$ cat config.mk
export PLATFORM = sky130hd
export DESIGN_NAME = regfile_reader
export DESIGN_NICKNAME = d
export VERILOG_FILES = /design/src/rtl/mips_regfile_pkg.sv /design/src/rtl/reg_scoreboard.sv /design/src/rtl/regfile_reader.sv
export SDC_FILE = /design/constraint.sdc
export NUM_CORES = 1
export LEC_CHECK = 0
export CORE_ASPECT_RATIO = 1.75
export CORE_MARGIN = 8
export CORE_UTILIZATION = 40
export CTS_CLUSTER_SIZE = 24
export DETAILED_ROUTE_END_ITERATION = 6
export GPL_ROUTABILITY_DRIVEN = 0
export PLACE_DENSITY = 0.71
export SLEW_MARGIN = 10
export SYNTH_ARGS = -nofsm -noshare
export SYNTH_HDL_FRONTEND = slang
export SYNTH_HIERARCHICAL = 1
export SYNTH_SLANG_ARGS = --single-unit
$ cat constraint.sdc
create_clock -name i_clk -period 5.3 [get_ports i_clk]
set_input_delay 1.06 -clock i_clk [delete_from_list [all_inputs] [get_ports i_clk]]
set_output_delay 1.06 -clock i_clk [all_outputs]
set_load 0.05 [all_outputs]
$ cat src/rtl/mips_regfile_pkg.sv
// Shared constants and types for the MIPS register-file read side.
package mips_regfile_pkg;
  localparam int DATA_W   = 32;
  localparam int ADDR_W   = 5;
  localparam int NUM_REGS = 32;
  localparam logic [ADDR_W-1:0] ZERO_REG = '0;

  typedef logic [ADDR_W-1:0] reg_addr_t;
  typedef logic [DATA_W-1:0] reg_data_t;

  function automatic logic [NUM_REGS-1:0] addrOneHot(input reg_addr_t addr);
    logic [NUM_REGS-1:0] vec;
    vec = '0;
    vec[addr] = 1'b1;
    return vec;
  endfunction
endpackage

$ cat src/rtl/reg_scoreboard.sv
// Pending-write scoreboard: one bit per register, set on issue, cleared on writeback.
// BYPASS lets a same-cycle writeback mask the pending bit it is about to clear.
module reg_scoreboard
  import mips_regfile_pkg::*;
#(
  parameter bit BYPASS = 1'b0
) (
  input  logic              i_clk,
  input  logic              i_rst_n,
  input  logic              setEn,
  input  logic [ADDR_W-1:0] setAddr,
  input  logic              clrEn,
  input  logic [ADDR_W-1:0] clrAddr,
  input  logic [ADDR_W-1:0] rsAddr,
  input  logic [ADDR_W-1:0] rtAddr,
  input  logic [ADDR_W-1:0] rdAddr,
  output logic              rsBusy,
  output logic              rtBusy,
  output logic              rdBusy,
  output logic              rsClr,
  output logic              rtClr
);
  logic [NUM_REGS-1:0] pending;
  logic [NUM_REGS-1:0] setMask;
  logic [NUM_REGS-1:0] clrMask;
  logic [NUM_REGS-1:0] pendingNext;
  logic                clrValid;
  logic                rdClr;

  assign clrValid = clrEn && (clrAddr != ZERO_REG);
  assign setMask  = (setEn && (setAddr != ZERO_REG)) ? addrOneHot(setAddr) : '0;
  assign clrMask  = clrValid ? addrOneHot(clrAddr) : '0;

  // Set is applied after clear so a same-cycle set of the same bit wins.
  always_comb begin
    pendingNext    = (pending & ~clrMask) | setMask;
    pendingNext[0] = 1'b0;
  end

  always_ff @(posedge i_clk or negedge i_rst_n) begin
    if (!i_rst_n) pending <= '0;
    else          pending <= pendingNext;
  end

  assign rsClr = BYPASS && clrValid && (clrAddr == rsAddr);
  assign rtClr = BYPASS && clrValid && (clrAddr == rtAddr);
  assign rdClr = BYPASS && clrValid && (clrAddr == rdAddr);

  assign rsBusy = (rsAddr != ZERO_REG) && pending[rsAddr] && !rsClr;
  assign rtBusy = (rtAddr != ZERO_REG) && pending[rtAddr] && !rtClr;
  assign rdBusy = (rdAddr != ZERO_REG) && pending[rdAddr] && !rdClr;
endmodule

$ cat src/rtl/regfile_reader.sv
// Decode-stage register read with pending-write stall and registered operand output.
// Define REGFILE_READER_BYPASS_EN to forward same-cycle writeback data instead of stalling.
//
// Handshake: a transfer happens on a rising edge where valid and ready are both high;
// valid never depends on ready, and data holds while valid is high and ready is low.
module regfile_reader
  import mips_regfile_pkg::*;
(
  input  logic              i_clk,
  input  logic              i_rst_n,
  input  logic              i_req_valid,
  output logic              o_req_ready,
  input  logic [ADDR_W-1:0] i_rs_addr,
  input  logic [ADDR_W-1:0] i_rt_addr,
  input  logic [ADDR_W-1:0] i_rd_addr,
  input  logic              i_rd_we,
  output logic [ADDR_W-1:0] o_rs_raddr,
  output logic [ADDR_W-1:0] o_rt_raddr,
  input  logic [DATA_W-1:0] i_rs_rdata,
  input  logic [DATA_W-1:0] i_rt_rdata,
  input  logic              i_wb_en,
  input  logic [ADDR_W-1:0] i_wb_addr,
  input  logic [DATA_W-1:0] i_wb_data,
  output logic              o_out_valid,
  input  logic              i_out_ready,
  output logic [DATA_W-1:0] o_rs_data,
  output logic [DATA_W-1:0] o_rt_data,
  output logic [ADDR_W-1:0] o_rd_addr,
  output logic              o_rd_we
);
`ifdef REGFILE_READER_BYPASS_EN
  localparam bit BypassEn = 1'b1;
`else
  localparam bit BypassEn = 1'b0;
`endif

  logic      rsBusy, rtBusy, rdBusy;
  logic      rsClr, rtClr;
  logic      hazard;
  logic      accept;
  reg_data_t rsOperand, rtOperand;

  assign o_rs_raddr = i_rs_addr;
  assign o_rt_raddr = i_rt_addr;

  reg_scoreboard #(.BYPASS(BypassEn)) uScoreboard (
    .i_clk   (i_clk),
    .i_rst_n (i_rst_n),
    .setEn   (accept && i_rd_we),
    .setAddr (i_rd_addr),
    .clrEn   (i_wb_en),
    .clrAddr (i_wb_addr),
    .rsAddr  (i_rs_addr),
    .rtAddr  (i_rt_addr),
    .rdAddr  (i_rd_addr),
    .rsBusy  (rsBusy),
    .rtBusy  (rtBusy),
    .rdBusy  (rdBusy),
    .rsClr   (rsClr),
    .rtClr   (rtClr)
  );

  assign hazard      = rsBusy || rtBusy || (i_rd_we && rdBusy);
  assign o_req_ready = !hazard && (!o_out_valid || i_out_ready);
  assign accept      = i_req_valid && o_req_ready;

  always_comb begin
    rsOperand = i_rs_rdata;
    rtOperand = i_rt_rdata;
    if (i_rs_addr == ZERO_REG) rsOperand = '0;
    else if (rsClr)            rsOperand = i_wb_data;
    if (i_rt_addr == ZERO_REG) rtOperand = '0;
    else if (rtClr)            rtOperand = i_wb_data;
  end

  always_ff @(posedge i_clk or negedge i_rst_n) begin
    if (!i_rst_n) begin
      o_out_valid <= 1'b0;
      o_rs_data   <= '0;
      o_rt_data   <= '0;
      o_rd_addr   <= '0;
      o_rd_we     <= 1'b0;
    end else if (accept) begin
      o_out_valid <= 1'b1;
      o_rs_data   <= rsOperand;
      o_rt_data   <= rtOperand;
      o_rd_addr   <= i_rd_addr;
      o_rd_we     <= i_rd_we;
    end else if (i_out_ready) begin
      o_out_valid <= 1'b0;
    end
  end
endmodule

### Yosys cells after proc, flatten, opt, wreduce, memory -nomap -nowiden

Index checks and enable logic that the tools add are counted.

| storage, ports and cells | value |
|---|---|
| register bits after elaboration | 102 |
| logic and storage cells | 54 |
| bits of input ports | 122 |
| output and inout bits | 82 |

| operators by class | value |
|---|---|
| order comparisons | 6 |
| bitwise gates (word level) | 3 |
| mux-type cells | 16 |
| reduce and logical (&&, ||, !) cells | 23 |

Operators with widths:

| kind | number |
|---|---|
| $mux W32 | 4 |
| $and A32 B32 Y32 | 1 |
| $not A32 Y32 | 1 |
| $or A32 B32 Y32 | 1 |
| $lt A5 B6 Y1 const B | 4 |
| $reduce_bool A5 Y1 | 4 |
| $bmux W1 S5 | 3 |
| $logic_and A1 B1 Y1 | 11 |
| $demux W1 S5 | 2 |
| $ge A5 B1 Y1 const B | 2 |
| $logic_not A5 Y1 | 2 |
| $mux W1 | 7 |
| $logic_or A1 B1 Y1 | 3 |
| $logic_not A1 Y1 | 2 |
| $reduce_bool A2 Y1 | 1 |

### Depth between registers and ports, before layout

Gate-level depths: netlist (run 1).

| logic depth | value |
|---|---|
| depth after elaboration | 12 |
| gate-level depth with buffers | 13 |
| mapped depth without buffers | 10 |

### Modules after synthesis

Netlist (run 1), hierarchy kept.

Modules (own cells, without submodules):

| module | cells an instance | times used | seq. area each (µm²) | area each (µm²) |
|---|---|---|---|---|
| regfile_reader | 380 | 1 | 1776.7 | 4083.9 |
| reg_scoreboard | 203 | 1 | 775.7 | 2159.6 |

### Worst setup path before layout (run 1)

No wires, ideal clock.

| timing | value |
|---|---|
| kind | input to output |
| start | in i_rd_addr[0] |
| end | out o_req_ready |
| path buffers | 1 |
| path slack | 1260 ps |
| stages on the path | 6 |
| data required time | 4240 ps |
| arrival | 2980 ps |
| cell sequence | buf_6 mux4_1 mux2_2 a311o_1 a211oi_2 and2_1 |

| on the way | value |
|---|---|
| word-level cells in the longest chain between the ends | 7 |
| elaborated cells between the ends (all ways) | 8 |
| those cells by class | 2 x mux; 6 x reduce/logical |

Ends and longest elaborated chain:

| what | RTL line | text |
|---|---|---|
| start: declaration | regfile_reader.sv:15 | `input logic [ADDR_W-1:0] i_rd_addr,` |
| $bmux W1 S5 | reg_scoreboard.sv:51 | `assign rdBusy = (rdAddr != ZERO_REG) && pending[rdAddr] && !rdClr;` |
| $mux W1 (implied by the code) | reg_scoreboard.sv:51 |  |
| $logic_and A1 B1 Y1 * | reg_scoreboard.sv:51 |  |
| via rdBusy | regfile_reader.sv:37 | `logic rsBusy, rtBusy, rdBusy;` |
| $logic_and A1 B1 Y1 * | regfile_reader.sv:63 | `assign hazard = rsBusy \|\| rtBusy \|\| (i_rd_we && rdBusy);` |
| $logic_or A1 B1 Y1 * | regfile_reader.sv:63 |  |
| $logic_not A1 Y1 * | regfile_reader.sv:64 | `assign o_req_ready = !hazard && (!o_out_valid \|\| i_out_ready);` |
| $logic_and A1 B1 Y1 * | regfile_reader.sv:64 |  |
| end: declaration | regfile_reader.sv:12 | `output logic o_req_ready,` |

The timed path passes the listed nets; every way through them passes the cells marked *. The select of a mux whose other input is x is not followed.

### Final worst setup path (run 1)

Ends and elaborated chain as after synthesis.

==> key figures, run 1 <==
Status
  • Run status: complete, no violations

GRT
  • Total global routing track utilization: 20.73%
  • Vias in the first global route: 5702
  • Maximum number of pins on one net before global-route repair: 73
  • Wire length of the first global-routing pass: ~33000 microns
  • Antenna violations before repair: 1
  • GRT Residual Overflow: 0

Yosys
  • Library cell with the largest summed area after synthesis: sky130_fd_sc_hd__dfrtp_1
  • Synthesized cell area: roughly 6200 sq um
  • Synth top area share: 40.88%
  • Most used flip-flop cell after synthesis: sky130_fd_sc_hd__dfrtp_1
  • Library cell with the highest instance count after synthesis: sky130_fd_sc_hd__o21ai_0
  • Commonest cells in the synthesized netlist: sky130_fd_sc_hd__o21ai_0 (119), sky130_fd_sc_hd__dfrtp_1 (102), sky130_fd_sc_hd__mux2_2 (68), sky130_fd_sc_hd__inv_1 (66), sky130_fd_sc_hd__mux2i_1 (66)
  • Part of the Yosys area used for sequential elements: 40.88%
  • Average instance area after synthesis: 10.71 sq um
  • Fraction of registers with async set/reset: 100.0%
  • Post-synthesis cell count: 583
  • Synth area leaders: sky130_fd_sc_hd__dfrtp_1 (41%), sky130_fd_sc_hd__mux2_2 (12%), sky130_fd_sc_hd__mux2i_1 (11%)
  • Count of flip-flops with a built-in enable after synthesis: 0
  • Number of synthesized register bits: 102
  • Number of warnings issued by yosys: 6
  • Number of distinct standard cells referenced by the synthesized netlist: 45

Die
  • Number of placement rows: 60
  • Area of the core: approximately 15000 sq um
  • I/O pins: 204
  • Width of the die: 110.4 microns
  • Starting density of the core: 40.77%
  • Full die area: around 20000 sq um
  • Die extent in y: 181.3 microns

STA
  • Worst slew pin tran: 0.9245 ns
  • Final Setup Violations: 0
  • Final setup skew: approximately 0.0084 ns
  • Final Hold Fails: 0
  • RSZ-0062 raised after global routing: false
  • F_max: 0.2064 GHz
  • Period utilization: 91.40%
  • Final critical path time including I/O delays and setup: 4.844 ns
  • Worst slew margin relative to its limit: 38.37%
  • Final max-slew violation count: 0
  • Post-route setup TNS: 0 ns

Setup path
  • Delay of the slowest critical-path stage: 0.82 ns
  • Origin of the critical flop-to-flop path: uScoreboard/pending[25]
  • Largest fanout on the critical path: 15
  • Class of the most critical setup path: input port to output pin
  • Required time at the worst-slack endpoint: 4.24 ns
  • Worst setup startpoint: i_rd_addr[0]
  • Nature of the critical path endpoint: output pin
  • Critical Path Start Type: input port
  • Max stage delay cell, worst path: sky130_fd_sc_hd__clkdlybuf4s50_1
  • Crit path arrival time: 3.78 ns
  • Cell-by-cell trace of the critical path: clkdlybuf4s50_1 > mux4_1 > mux2_2 > a311o_1 > a211oi_2 > and2_1 > buf_12
  • Worst reg-to-reg setup slack: 1.99 ns

Route
  • First drt pass iteration count: 6
  • Post-route DRC violation count: 0
  • DRT Wirelength: 21490 microns
  • DRC violation total after the first TritonRoute iteration: 271
  • Post-DR wirelength/cell: 22.69 microns
  • Routed via count: 5381
  • ANT nets after route: 0
  • Drt via density: 5.682

CTS
  • Number of buffers added to fix hold violations after cts: 0
  • TritonCTS clock tree: done
  • Clock network latency to the later pin of the worst-skew pair: 0.34 ns
  • Post-CTS repair timing setup buffer count: 0
  • Total number of clock tree sinks: 102
  • Clock transition time at the flip-flop clock pins of the worst setup and hold paths: roughly 0.07 ns
  • Post-CTS Resized: 0
  • Cts bufs inserted: 9
  • CTS root buffer: sky130_fd_sc_hd__clkbuf_16
  • Maximum level of the CTS H-tree: 3
  • Bufs on Longest Clock Path: 2

Power
  • Power per standard cell area: around 460 nW/um^2
  • Post-layout power: 3.893 mW
  • Leakage dissipation: 3.579 nW
  • Largest vdd supply drop: 0.2572 mV

Flow run
  • Maximum Capacitance Violations: 0

Placed design
  • Dpl hpwl: 16420 microns
  • IO Port Bufs: around 200

Finish
  • Number of diodes: 0
  • Nets: 878
  • Number of fillers in the final layout: around 1400
  • Area growth syn-to-layout: 36.85%
  • Layout cells sized above 1: 14.72%

Hold path
  • HP Class: register to register
  • Worst Hold Launch: o_rd_addr[4]
==> final timing paths <==
kind / cells after the start / to
worst max-delay path: 7 / o_req_ready
worst min-delay path: 1 / o_rd_addr[4]
worst min register to register: 1 / o_rd_addr[4]
max in group asynchronous: 2 / o_rs_data[9]
worst max register to register: 9 / uScoreboard/pending[23]
min in group asynchronous: 1 / o_rt_data[12]
==> sequential cells by signal, indices dropped and copies added (netlist names) <==
name,cells
o_rs_data,32
o_rd_addr,5
uScoreboard/pending,31
o_rd_we,1
o_out_valid,1
o_rt_data,32
==> per-layer routing <==
metal	up-vias	part of all wire (%)	GRT usage [%]
met2	316	50	35.08
met5	-	0.079	0
met3	78	6.4	5.207
met1	2575	38	22.57
li1	2410	-	-
met4	2	5.8	13.15
==> worst max-delay path: cells and delay by family <==
kind / cells / cell delay [ns]
simple gates: 1 / 0.21
compound gates: 2 / 0.66
mux: 2 / 0.89
buf+inv: 2 / 0.97
==> report_power, final <==
group	leakage [nW]	switching, mW	internal [mW]	total (mW)
clock network	0.126	0.294	0.321	0.616
logic	2.21	1.30	0.746	2.04
registers	1.25	0.189	1.05	1.23
total	3.58	1.78	2.11	3.89
==> area by class of cell <==
type,instances,area (sq um),share of cell area [%]
multi-input cells,368,3141,36.76
inverters,66,247.7,2.899
repair buffers,209,2097,24.54
flip-flops and latches,102,2552,29.87
clock buffers,10,229.0,2.680
well taps,186,232.7,2.724
clock inverters,6,45.04,0.5272
==> metrics by stage <==
step	area (sq um)	std cells	util [%]	hold WS, ns	worst slack (ns)
6_report	8544	947	55.79	0.4917	0.4559
5_1_grt	8544	947	55.79	0.5201	0.3494
4_1_cts	8544	947	55.79	0.4985	0.4752
3_5_place_dp	8270	931	54.00	0.4827	0.4727
3_3_place_gp	8270	931	54.00	0.4754	0.4711
2_1_floorplan	6247	584	-	0.4953	1.260
==> cells in the final DEF, fill, tap and decap left out, types with 3 or more instances in the layout <==
cell type and count:
sky130_fd_sc_hd__dfrtp_1 102, sky130_fd_sc_hd__o21ai_1 10, sky130_fd_sc_hd__mux4_1 6, sky130_fd_sc_hd__inv_1 66, sky130_fd_sc_hd__nor2_1 5, sky130_fd_sc_hd__nor3b_1 4, sky130_fd_sc_hd__nand3_1 7, sky130_fd_sc_hd__nand2b_1 7
sky130_fd_sc_hd__mux2_1 5, sky130_fd_sc_hd__clkdlybuf4s50_1 201, sky130_fd_sc_hd__clkinvlp_4 3, sky130_fd_sc_hd__mux4_2 15, sky130_fd_sc_hd__o21ai_0 119, sky130_fd_sc_hd__nand2_1 11, sky130_fd_sc_hd__buf_4 6, sky130_fd_sc_hd__clkbuf_16 9
sky130_fd_sc_hd__nand3b_1 6, sky130_fd_sc_hd__nand4_1 3, sky130_fd_sc_hd__mux2i_1 66, sky130_fd_sc_hd__mux2_2 68, sky130_fd_sc_hd__and3b_1 3, sky130_fd_sc_hd__nor2b_1 5
==> cell families (layout without fill, tap and decap cells) <==
family / Yosys count / count (layout) / synth area share (%)
AO/OA/AOI/OAI: 141 / 141 / 11.94
buffers and inverters: 114 / 291 / 8.958
flip-flops: 102 / 102 / 40.88
multiplexers: 160 / 160 / 31.68
other: 1 / 2 / 0.06006
AND/OR/NAND/NOR: 65 / 65 / 6.473
(Power assumes the default switching activity.)
==> run 2: changes to the inputs <==
--- a/config.mk
+++ b/config.mk
@@ -5,13 +5,14 @@
 export SDC_FILE = /design/constraint.sdc
 export NUM_CORES = 1
 export LEC_CHECK = 0
+export ABC_AREA = 1
 export CORE_ASPECT_RATIO = 1.75
 export CORE_MARGIN = 8
 export CORE_UTILIZATION = 40
 export CTS_CLUSTER_SIZE = 24
 export DETAILED_ROUTE_END_ITERATION = 6
 export GPL_ROUTABILITY_DRIVEN = 0
-export PLACE_DENSITY = 0.71
+export PLACE_DENSITY = 0.7
 export SLEW_MARGIN = 10
 export SYNTH_ARGS = -nofsm -noshare
 export SYNTH_HDL_FRONTEND = slang
==> run 2 against run 1 <==
Fmax grew 8.5%. Critical path depth grew 9. The flow now finishes with violations (design-rule violations). Sequential power shrank 11%. Critical endpoint unchanged.
==> key figures, run 2 <==
Placed design
  • Dpl hpwl: between 15000 and 20000 microns
  • Post-placement cell area: just under 9000 sq um
  • IO Port Bufs: 203

Finish
  • Number of diodes: 0
  • Area growth syn-to-layout: 35.01%
  • Design area: 8990 sq um
  • Layout cells sized above 1: 2.337%
  • Commonest non-fill, non-tap cell in the layout: sky130_fd_sc_hd__nand2_1
  • Commonest non-fill, non-tap cells in the layout: sky130_fd_sc_hd__nand2_1 (488), sky130_fd_sc_hd__clkdlybuf4s50_1 (201), sky130_fd_sc_hd__inv_1 (193), sky130_fd_sc_hd__o21ai_0 (119), sky130_fd_sc_hd__dfrtp_1 (102)
  • Final core occ: 54.92%
  • Registers with the most flip-flops: o_rs_data: 32 flops, o_rt_data: 32 flops, uScoreboard/pending: 31 flops
  • Nets: 1358
  • Number of fillers in the final layout: 1633
  • Storage cell area: roughly 2600 sq um
  • Multi-input logic area: 3032 sq um

CTS
  • Number of buffers added to fix hold violations after cts: 0
  • Clock transition time at the flip-flop clock pins of the worst setup and hold paths: 0.07 ns
  • Clock network latency to the later pin of the worst-skew pair: approximately 0.34 ns
  • TritonCTS clock tree: done
  • Post-CTS repair timing setup buffer count: 0
  • CTS root buffer: sky130_fd_sc_hd__clkbuf_16
  • Cts bufs inserted: 9
  • Maximum level of the CTS H-tree: 3
  • Bufs on Longest Clock Path: 2
  • Total number of clock tree sinks: 102
  • Post-CTS Resized: 0

Die
  • Area of the core: 16370 sq um
  • I/O pins: 204
  • Full die area: 21200 sq um
  • Starting density of the core: roughly two fifths
  • Die extent in y: about 190 microns
  • Number of placement rows: just over 60
  • Width of the die: 113.5 microns

GRT
  • Wire length of the first global-routing pass: about 37000 microns
  • Fraction of met2 tracks used by global routing: 37.49%
  • GRT Residual Overflow: 0
  • Vias in the first global route: a little over 7000
  • Total global routing track utilization: 21.91%
  • Grt peak-use layer: met2
  • Global-route met3 utilization: under 10%
  • Maximum number of pins on one net before global-route repair: 73
  • Fraction of met1 tracks used by global routing: 23.46%
  • Antenna violations before repair: 0

Power
  • Combinational Power Share: 46.5%
  • Net switching share of the total power: 43.82%
  • Largest vdd supply drop: roughly 0.21 mV
  • Leakage dissipation: 4.992 nW
  • Total internal power: 1.892 mW
  • Power per standard cell area: 374.5 nW/um^2
  • Post-layout power: around 3.4 mW
  • Clock power share: 21.3%
  • Relative contribution of sequential cells to total power: around 32%
  • Psw: around 1.5 mW

STA
  • Final critical path time including I/O delays and setup: 4.464 ns
  • Post-route setup TNS: 0 ns
  • Final max-slew violation count: 0
  • RSZ-0062 raised after global routing: false
  • Final Setup Violations: 0
  • Worst slew pin tran: 0.8174 ns
  • Final Hold Fails: 0
  • Worst hold margin: 0.4818 ns
  • F_max: roughly 0.22 GHz
  • Final setup skew: 0.006533 ns
  • Worst slew margin relative to its limit: 45.51%
  • Period utilization: roughly 84%

Route
  • Post-route DRC violation count: 15
  • Post-DR wirelength/cell: 15.68 microns
  • First drt pass iteration count: 7
  • Drt via density: ~4.8
  • DRT Wirelength: 22970 microns
  • DRC violation total after the first TritonRoute iteration: 411
  • ANT nets after route: 0
  • Routed via count: 7076

Setup path
  • Critical Path Start Type: input port
  • Cell with the most instances on the worst path: sky130_fd_sc_hd__nand2_1
  • Crit path arrival time: 3.40 ns
  • Class of the most critical setup path: input port to output pin
  • Largest fanout on the critical path: 20
  • Required time at the worst-slack endpoint: 4.24 ns
  • Nature of the critical path endpoint: output pin
  • Delay-heaviest family, CP: buffers and inverters
  • Delay of the slowest critical-path stage: 0.93 ns
  • Max stage delay cell, worst path: sky130_fd_sc_hd__clkdlybuf4s50_1
  • Cell-by-cell trace of the critical path: clkdlybuf4s50_1 > inv_4 > nand2_1 > nand2_1 > nand2_1 > nand2_1 > nand2_1 > nand2_1 > inv_1 > nand2_1 > nand2_1 > nand2_1 > nor2_2 > nand3_2 > inv_1 > buf_4
  • Number of buffers and inverters on the critical path: 5

Yosys
  • Synthesized cell area: 6659 sq um
  • Commonest cells in the synthesized netlist: sky130_fd_sc_hd__nand2_1 (488), sky130_fd_sc_hd__inv_1 (193), sky130_fd_sc_hd__o21ai_0 (119), sky130_fd_sc_hd__dfrtp_1 (102), sky130_fd_sc_hd__nand3_1 (69)
  • Number of distinct standard cells referenced by the synthesized netlist: 23
  • Multiplexer area fraction after synthesis: 0%
  • Average instance area after synthesis: 6.206 sq um
  • Most used flip-flop cell after synthesis: sky130_fd_sc_hd__dfrtp_1
  • Synth area leaders: sky130_fd_sc_hd__dfrtp_1 (38%), sky130_fd_sc_hd__nand2_1 (28%), sky130_fd_sc_hd__inv_1 (11%)
  • Part of the Yosys area used for sequential elements: a little under two fifths
  • Library cell with the largest summed area after synthesis: sky130_fd_sc_hd__dfrtp_1
  • Synth top area share: 38.33%
  • Library cell with the highest instance count after synthesis: sky130_fd_sc_hd__nand2_1
  • Post-synthesis cell count: 1073
  • XOR/XNOR Fraction of Synth Area: 0%
  • Count of flip-flops with a built-in enable after synthesis: 0
  • Number of synthesized register bits: 102
  • Largest family of logic cells by synthesized area: simple AND/OR/NAND/NOR gates
  • Post-synthesis share of cell area spent on full adders, half adders and majority gates: 0%
  • Number of warnings issued by yosys: 6
  • Synthesized-area fraction occupied by ao, oa, aoi and oai cells: 10.20%
  • Post-synthesis share of cell area spent on and, or, nand and nor gates: 35.08%
  • Fraction of registers with async set/reset: 100.0%

Status
  • Run status: finished, violations left
  • Violations in the final reports: design-rule violations

Hold path
  • HP Class: register to register

Flow run
  • Maximum Capacitance Violations: 0
run 2: cell type report:
class	instances	area share, %
Clock buffer	10	2.547
Tap cell	224	3.118
Clock inverter	6	1.016
Inverter	196	8.239
Timing Repair Buffer	208	22.96
Sequential cell	102	28.39
Multi-Input combinational cell	719	33.72
run 2: logic make-up (layout without fill, tap and decap cells):
kind of cell / after synthesis / after routing
other cells: 1 / 2
flops: 102 / 102
buf+inv: 253 / 420
simple gates: 586 / 586
compound gates: 131 / 131
run 2: final timing paths:
path / start / end / slack, ns / depth (start not counted)
min in group asynchronous: i_rst_n / o_rt_data[22] / 0.80 / 1
max in group asynchronous: i_rst_n / o_rs_data[28] / 3.45 / 2
hold reg to reg: o_rt_data[12] / o_rt_data[12] / 0.48 / 2
setup reg to reg: uScoreboard/pending[27] / o_rt_data[2] / 2.75 / 14
setup / recovery: i_rs_addr[0] / o_req_ready / 0.84 / 16
hold / removal: o_rt_data[12] / o_rt_data[12] / 0.48 / 2
run 2: power groups by stage:
stage | logic, mW | clock network (mW) | registers [mW]
4_1_cts | 1.57 | 0.733 | 1.09
5_1_grt | 1.67 | 0.769 | 1.11
3_3_place_gp | 1.56 | 0 | 1.09
2_1_floorplan | 0.411 | 0 | 1.64
6_report | 1.57 | 0.716 | 1.09
3_5_place_dp | 1.56 | 0 | 1.09
run 2: worst register-to-register path, delay by kind of cell (launching register included):
kind	cells	cell delay, ns
DFF	1	0.39
buffers and inverters	2	0.77
and+or+nand+nor	12	1.32
run 2: per-stage QoR:
stage | cells | worst slack, ns
2_1_floorplan | 1074 | 1.899
5_1_grt | 1465 | 0.6068
4_1_cts | 1465 | 0.8600
6_report | 1465 | 0.8364
3_3_place_gp | 1449 | 0.9127
3_5_place_dp | 1449 | 0.8655
run 2: per-layer routing:
metal	up-vias	wire length (microns)	part of all wire [%]
li1	3548	-	-
met4	0	1073	4.7
met3	54	1929	8.4
met5	-	0	0
met1	3183	8608	37
met2	291	11360	49
==> run 3: changes to the inputs <==
--- a/config.mk
+++ b/config.mk
@@ -12,7 +12,7 @@
 export CTS_CLUSTER_SIZE = 24
 export DETAILED_ROUTE_END_ITERATION = 6
 export GPL_ROUTABILITY_DRIVEN = 0
-export PLACE_DENSITY = 0.7
+export PLACE_DENSITY = 0.73
 export SLEW_MARGIN = 10
 export SYNTH_ARGS = -nofsm -noshare
 export SYNTH_HDL_FRONTEND = slang
==> constraint.sdc (replaced) <==
create_clock -name i_clk -period 3.75 [get_ports i_clk]
set_input_delay 0.75 -clock i_clk [delete_from_list [all_inputs] [get_ports i_clk]]
set_output_delay 0.75 -clock i_clk [all_outputs]
set_load 0.05 [all_outputs]
==> run 3 against run 2 <==
The flow still finishes with violations (design-rule violations). Critical endpoint unchanged. Non-clock buffer count increased by 8. First-iteration DRC count decreased by 11%. Core utilization increased by 0.55 points. Clock power increased by 32%. Clock skew increased by 0.0031 ns. Combinational power increased by 42%.
==> key figures, run 3 (same netlist as run 2, synthesis figures left out) <==
Status
  • Run status: finished, violations left
  • Violations in the final reports: design-rule violations

Placed design
  • Dpl hpwl: 17550 microns
  • IO Port Bufs: 203
  • Post-placement cell area: 8780 sq um

Route
  • DRT Wirelength: 23180 microns
  • Routed via count: 7162
  • Post-DR wirelength/cell: 15.72 microns
  • DRC violation total after the first TritonRoute iteration: roughly 370
  • Drt via density: 4.859
  • Post-route DRC violation count: 12
  • First drt pass iteration count: 7
  • ANT nets after route: 0

CTS
  • Number of buffers added to fix hold violations after cts: 0
  • Bufs on Longest Clock Path: 2
  • Post-CTS Resized: 0
  • Clock network latency to the later pin of the worst-skew pair: between 0.3 and 0.4 ns
  • TritonCTS clock tree: done
  • Post-CTS repair timing setup buffer count: 0
  • CTS root buffer: sky130_fd_sc_hd__clkbuf_16
  • Total number of clock tree sinks: 102
  • Cts bufs inserted: 9
  • Clock transition time at the flip-flop clock pins of the worst setup and hold paths: 0.07 ns
  • Maximum level of the CTS H-tree: 3

GRT
  • Vias in the first global route: 7059
  • GRT Residual Overflow: 0
  • Antenna violations before repair: 1
  • Fraction of met2 tracks used by global routing: 36.78%
  • Total global routing track utilization: 21.77%
  • Global-route met3 utilization: 6.628%
  • Maximum number of pins on one net before global-route repair: between 70 and 80
  • Wire length of the first global-routing pass: 36820 microns
  • Grt peak-use layer: met2
  • Fraction of met1 tracks used by global routing: 22.97%

Finish
  • Layout cells sized above 1: under 10%
  • Commonest non-fill, non-tap cells in the layout: sky130_fd_sc_hd__nand2_1 (488), sky130_fd_sc_hd__clkdlybuf4s50_1 (201), sky130_fd_sc_hd__inv_1 (193), sky130_fd_sc_hd__o21ai_0 (119), sky130_fd_sc_hd__dfrtp_1 (102)
  • Registers with the most flip-flops: o_rs_data: 32 flops, o_rt_data: 32 flops, uScoreboard/pending: 31 flops
  • Area growth syn-to-layout: 36.36%
  • Nets: 1366
  • Design area: 9080 sq um
  • Commonest non-fill, non-tap cell in the layout: sky130_fd_sc_hd__nand2_1
  • Final core occ: 55.47%

Setup path
  • Class of the most critical setup path: input port to output pin
  • Required time at the worst-slack endpoint: about 3.0 ns
  • Critical Path Start Type: input port
  • Nature of the critical path endpoint: output pin
  • Largest fanout on the critical path: 20
  • Crit path arrival time: 2.74 ns

STA
  • Period utilization: 93.08%
  • Final setup skew: a little under 0.01 ns
  • Final Setup Violations: 0
  • Final max-slew violation count: 0
  • RSZ-0062 raised after global routing: false
  • Final Hold Fails: 0
  • Post-route setup TNS: 0 ns
  • Final critical path time including I/O delays and setup: 3.490 ns
  • F_max: 0.2865 GHz
  • Worst slew pin tran: 0.7792 ns
  • Worst slew margin relative to its limit: 48.05%

Die
  • I/O pins: 204
  • Number of placement rows: 62
  • Area of the core: 16370 sq um
  • Width of the die: 113.5 microns
  • Die extent in y: 186.7 microns
  • Starting density of the core: 40.68%
  • Full die area: 21200 sq um

Flow run
  • Maximum Capacitance Violations: 0

Power
  • Power per standard cell area: about 520 nW/um^2
  • Largest vdd supply drop: a little under 0.3 mV
  • Leakage dissipation: 5.034 nW

Hold path
  • HP Class: input port to asynchronous set/reset pin
[run 3: cell types whose count changed in the layout (fill, tap and decap cells not counted)]
cell                         change
sky130_fd_sc_hd__bufinv_16       -1
sky130_fd_sc_hd__buf_4           +4
sky130_fd_sc_hd__diode_2         +1
sky130_fd_sc_hd__buf_12          +4
sky130_fd_sc_hd__clkinvlp_4      +1
[run 3: worst paths after layout]
check,depth (start not counted),slack (ns),start,end
setup reg to reg,15,1.20,uScoreboard/pending[3],uScoreboard/pending[6]
hold / removal,1,0.48,i_rst_n,o_rt_data[16]
min in group i_clk,2,0.48,o_rt_data[12],o_rt_data[12]
max in group asynchronous,2,2.56,i_rst_n,o_rt_data[29]
setup / recovery,17,0.26,i_rt_addr[0],o_req_ready
hold reg to reg,2,0.48,o_rt_data[12],o_rt_data[12]
[run 3: report_power, final]
group / switching (mW) / internal, mW / total (mW)
registers: 0.170 / 1.37 / 1.54
clock network: 0.417 / 0.524 / 0.942
logic: 1.49 / 0.732 / 2.23
total: 2.08 / 2.63 / 4.71
[run 3: per-stage QoR]
| stage | std cells | worst slack [ns] | hold WS, ns | power [mW] |
|---|---|---|---|---|
| final | 1474 | 0.2595 | 0.4786 | 4.706 |
| after detailed placement | 1457 | 0.2422 | 0.4638 | 3.773 |
| after floorplan | 1074 | 0.9663 | 0.4544 | 2.896 |
| after CTS | 1473 | 0.2910 | 0.4829 | 4.733 |
| after global placement | 1457 | 0.3226 | 0.4613 | 3.759 |
| after global routing | 1474 | 0.08008 | 0.4936 | 4.948 |
[run 3: layout make-up]
class	instances	area, sq um
Antenna cell	1	2.502
Clock buffer	10	229.0
Clock inverter	6	68.82
Fill cell	1596	7288
Inverter	196	740.7
Multi-Input combinational cell	719	3032
Sequential cell	102	2552
Tap cell	224	280.3
Timing Repair Buffer	216	2175
[run 3: critical path, stage by stage]
cell and delay (ns):
sky130_fd_sc_hd__clkdlybuf4s50_1 0.46, sky130_fd_sc_hd__buf_4 0.24, sky130_fd_sc_hd__inv_4 0.11, sky130_fd_sc_hd__nand2_1 0.08, sky130_fd_sc_hd__nand2_1 0.05, sky130_fd_sc_hd__nand2_1 0.05
sky130_fd_sc_hd__nand2_1 0.05, sky130_fd_sc_hd__nand2_1 0.05, sky130_fd_sc_hd__nand2_1 0.04, sky130_fd_sc_hd__inv_1 0.04, sky130_fd_sc_hd__nand2_1 0.05, sky130_fd_sc_hd__nand2_1 0.05
sky130_fd_sc_hd__nand2_1 0.06, sky130_fd_sc_hd__nor2_2 0.23, sky130_fd_sc_hd__nand3_2 0.15, sky130_fd_sc_hd__inv_1 0.13, sky130_fd_sc_hd__buf_12 0.15
[run 3: metal layers]
layer / wire (microns) / part of all wire (%) / vias to the layer above
met2: 11310 / 49 / 331
li1: - / - / 3556
met4: 1430 / 6.2 / 0
met5: 0 / 0 / -
met3: 1958 / 8.4 / 84
met1: 8480 / 37 / 3191
